==> src/rtl/serial_adder_ctrl.sv <==
// rtl/serial_adder_ctrl.sv - bit-serial adder sequencer, LSB first, one bit per clock
// Optional subtract mode: define SERIAL_ADDER_SUB_EN to add the sub port.
module serial_adder_ctrl #(
  parameter int WIDTH = 8
) (
  input  logic             clk,
  input  logic             rst_n,
  input  logic             start,
  input  logic [WIDTH-1:0] a,
  input  logic [WIDTH-1:0] b,
`ifdef SERIAL_ADDER_SUB_EN
  input  logic             sub,
`endif
  output logic             busy,
  output logic             done,
  output logic [WIDTH-1:0] sum,
  output logic             cout
);

  localparam int CW = (WIDTH > 1) ? $clog2(WIDTH) : 1;
  localparam logic [CW-1:0] LAST = CW'(WIDTH - 1);

  // One-hot so busy/done come straight off state flops.
  typedef enum logic [2:0] {
    IDLE = 3'b001,
    RUN  = 3'b010,
    DONE = 3'b100
  } state_t;

  state_t           state, state_nx;
  logic [WIDTH-1:0] a_sr, b_sr;
  logic [CW-1:0]    cnt;
  logic             carry;
  logic             accept;
  logic             last_bit;
  logic             bit_s;
  logic             bit_c;
  logic [WIDTH-1:0] b_load;
  logic             carry_init;

  assign accept   = start && (state == IDLE || state == DONE);
  assign last_bit = (state == RUN) && (cnt == LAST);
  assign bit_s    = a_sr[0] ^ b_sr[0] ^ carry;
  assign bit_c    = (a_sr[0] & b_sr[0]) | (a_sr[0] & carry) | (b_sr[0] & carry);

`ifdef SERIAL_ADDER_SUB_EN
  // Two's complement subtract: invert B and seed the carry with 1.
  assign b_load     = sub ? ~b : b;
  assign carry_init = sub;
`else
  assign b_load     = b;
  assign carry_init = 1'b0;
`endif

  always_ff @(posedge clk or negedge rst_n) begin
    if (!rst_n) state <= IDLE;
    else        state <= state_nx;
  end

  always_comb begin
    state_nx = state;
    unique case (state)
      IDLE:    if (accept) state_nx = RUN;
      RUN:     if (last_bit) state_nx = DONE;
      DONE:    state_nx = accept ? RUN : IDLE;
      default: state_nx = IDLE;
    endcase
  end

  always_comb begin
    busy = state[1];
    done = state[2];
  end

  always_ff @(posedge clk or negedge rst_n) begin
    if (!rst_n) begin
      a_sr  <= '0;
      b_sr  <= '0;
      cnt   <= '0;
      carry <= 1'b0;
      sum   <= '0;
      cout  <= 1'b0;
    end else if (accept) begin
      a_sr  <= a;
      b_sr  <= b_load;
      cnt   <= '0;
      carry <= carry_init;
    end else if (state == RUN) begin
      a_sr  <= {1'b0, a_sr[WIDTH-1:1]};
      b_sr  <= {1'b0, b_sr[WIDTH-1:1]};
      sum   <= {bit_s, sum[WIDTH-1:1]};
      carry <= bit_c;
      if (last_bit) cout <= bit_c;
      else          cnt  <= cnt + 1'b1;
    end
  end

endmodule

==> config.mk <==
export PLATFORM = sky130hd
export DESIGN_NAME = serial_adder_ctrl
export DESIGN_NICKNAME = d
export VERILOG_FILES = /design/src/rtl/serial_adder_ctrl.sv
export SDC_FILE = /design/constraint.sdc
export NUM_CORES = 1
export LEC_CHECK = 0
export CORE_MARGIN = 3
export CORE_UTILIZATION = 30
export DETAILED_ROUTE_END_ITERATION = 8
export RECOVER_POWER = 25
export SETUP_SLACK_MARGIN = 0.02
export SLEW_MARGIN = 10
export SYNTH_ARGS = -nofsm -noshare
export SYNTH_HDL_FRONTEND = slang
export SYNTH_SLANG_ARGS = --single-unit
export TNS_END_PERCENT = 20
==> constraint.sdc <==
create_clock -name clk -period 1.96 [get_ports clk]
set_input_delay 0.294 -clock clk [delete_from_list [all_inputs] [get_ports clk]]
set_output_delay 0.294 -clock clk [all_outputs]
set_load 0.01 [all_outputs]
==> key figures <==
Clock network
  – Root Buffer Master: clkbuf_8
  – TritonCTS Sinks: 32
  – Post-CTS Setup Inserts: 0
  – CTS max path bufs: 2
  – Hold-fix buffers, CTS: 0
  – Worst-Skew Late Latency: 270 ps
  – CTS Buf Count: 5
  – Post-CTS sizing: 0
  – CTS tree: done
  – Worst-path clk slew: 60 ps
  – H-tree depth: 2

Pwr
  – Sequential Power Share: 0.407
  – Comb pwr share: 0.414
  – Pint: 2.01 mW
  – P_leak: 0.883 nW
  – Switching share of total power: 0.284
  – Net Switching: 0.798 mW
  – PD cells: 1440 nW/um^2
  – Worst-case vdd ir drop: 0.000364 V
  – Clock share of power: 0.179

Global routing
  – Vias in the first global route: 1,013
  – GRT Resource Usage Total: 0.104
  – Global route overflow: 0
  – First-pass GRT wire length: 4750 um
  – Largest net degree at the start of global routing: 33
  – Initial antenna violation count: 0

Yosys
  – Cells after synthesis: 103
  – Mean Syn Cell Area: 14.5 sq um
  – Synth Warn #: 0
  – Seq/Total Area, Yosys: 0.536
  – Leading area contributor after synthesis: dfrtp_1
  – Mapped Area: 1500 sq um
  – Post-synth net total: 125
  – Synth top area cells: dfrtp_1 52%, mux2_2 17%, mux2_4 12%
  – Synth top area share: 0.519
  – #FFs+latches synth: 32
  – Synth cell types: 24

Critical path
  – Crit Reg-Reg Startpoint: state[0]
  – CP startpoint kind: register
  – CP Capture Type: register
  – Crit-path max FO: 26
  – Data required time of the worst path: around 2100 ps
  – WP data arrival: 1920 ps
  – Reg2Reg Depth: 4
  – R2R Path End: a_sr[4]
  – Worst Path Class, Setup: register to register
  – Reg2reg setup slack: around 200 ps

Placed design
  – Placed Area: 1860 sq um
  – Gpl congestion: around 0.76
  – # port buffers: 29
  – HPWL Detailed: between 1500 and 2000 um

Min path
  – Hold Startpoint: sum[0]
  – Sink of the worst hold path: sum[0]
  – Cells on Worst Hold Path: 1
  – Hold Crit Class: register to register

Detailed routing
  – Vias: 896
  – Number of remaining DRC errors: 0
  – Pre-Repair DR Iteration Count: 4
  – Per-cell routed wire length: 13.4 um
  – DRT antenna net count: 0
  – Iteration-0 DRC Markers: 40
  – Final WL: roughly 2800 um
  – Routed vias/inst: approximately 4.3

STA
  – Final setup vio count: 0
  – Slew Viols, Final: 0
  – Minimum clock period: ~1800 ps
  – Worst-margin pin slew: 803 ps
  – Rel. slew slack: 0.465
  – F_max: 568 MHz
  – Final Hold Viols: 0
  – Tcrit/Tclk final: 0.899
  – TNS Setup: 0 ps
  – RSZ-0062 raised after global routing: false
  – Skew final: between 3 and 4 ps

Final layout
  – Sequential Area: 802 sq um
  – Diodes inserted: 0
  – Area of the multi-input gates: ~650 sq um
  – Nets: about 160
  – Fraction of layout instances using a drive strength above 1: 0.336
  – Filler cells: 469
  – Area delta synth->final: 30.4%
  – Fin area: between 1500 and 2000 sq um

Floorplan
  – Die extent in x: between 70 and 80 um
  – IO Pins: 30
  – FP Rows: 25
  – Starting Density: 0.314
  – Die Ht: 76.6 um
  – Die ar.: 5870 sq um
  – Core Box Area: 4750 sq um

Flow run
  – Max-cap violation count: 0

Run status
  – Outcome: finished, final reports clean
cells by family (layout without fill, tap and decap cells):
family / after synthesis / count (layout) / share of synthesized area
AO/OA/AOI/OAI: 9 / 9 / 0.0335
multiplexers: 36 / 36 / 0.300
adder cells (fa/ha/maj): 3 / 3 / 0.0301
AND/OR/NAND/NOR: 16 / 16 / 0.0578
buffers and inverters: 5 / 42 / 0.0301
XOR/XNOR: 2 / 2 / 0.0117
flip-flops: 32 / 32 / 0.536
synth_stat cells, drive strengths merged:
library cell   n
nand2          5
nor3b          1
mux2i          1
nor2b          1
nor2           2
xnor2          1
buf            4
a221o          1
a21oi          3
nor4b          1
clkbuf         1
dfstp          1
or3b           1
and2           3
fa             1
o21ai          5
mux2          35
ha             2
nand3          2
dfrtp         31
xor2           1
power by group through the flow:
| stage | sequential, mW | clock, mW | combinational [mW] |
|---|---|---|---|
| final | 1.14 | 0.502 | 1.16 |
| after detailed placement | 1.16 | 0 | 1.18 |
| after global placement | 1.15 | 0 | 1.14 |
| after floorplan | 1.15 | 0 | 0.821 |
| after CTS | 1.15 | 0.528 | 1.19 |
| after global routing | 1.19 | 0.564 | 1.27 |
worst max-delay path, stage by stage, from the launching register on:
cell     delay [ps]
dfstp_2         560
or3b_1          110
buf_4           330
mux2_2          390
mux2_2          260
cell type report:
cell class,instances,area share
flip-flops and latches,32,0.411
multi-input cells,66,0.332
repair buffers,34,0.167
clock buffers,8,0.0462
well taps,67,0.0430
worst max path at each step:
stage	to	start	depth (start not counted)
global placement	b_sr[3]	start	5
CTS	b_sr[4]	state[2]	4
finish	a_sr[4]	state[0]	4
detailed placement	b_sr[3]	start	5
global route	a_sr[4]	state[0]	4
floorplan	a_sr[0]	state[2]	5
cell usage in the layout (no fill, tap or decap), drive strengths merged:
cell type	count
dfstp	1
nor3b	1
xor2	1
dfrtp	31
ha	2
dlygate4sd3	1
a21oi	3
and2	3
or3b	1
mux2i	1
nand3	2
clkdlybuf4s50	28
nor4b	1
nor2b	1
nand2	5
buf	4
xnor2	1
clkbuf	9
a221o	1
o21ai	5
mux2	35
fa	1
nor2	2
state kept, by name, indices dropped and copies added, names as in the netlist:
register and cells:
cout 1, carry 1, state 3, sum 8, a_sr 8, cnt 3, b_sr 8
per-stage QoR:
step	hold WS, ps	worst slack, ps	total power, mW	instances	util
5_1_grt	544	132	3.03	207	0.410
4_1_cts	434	196	2.86	207	0.411
6_report	502	199	2.81	207	0.410
3_5_place_dp	495	174	2.34	199	0.392
2_1_floorplan	-1.59	200	1.97	103	-
3_3_place_gp	489	203	2.29	199	0.392
per-layer routing:
layer,routed length [um],GRT usage,vias to the layer above,share of wire
met2,1350,0.165,20,0.49
met1,1270,0.123,441,0.46
li1,-,-,433,-
met3,135,0.0331,2,0.049
met4,23,0.0598,0,0.0083
met5,0,0,-,0
No activity file was read; power rests on OpenSTA's default activity.
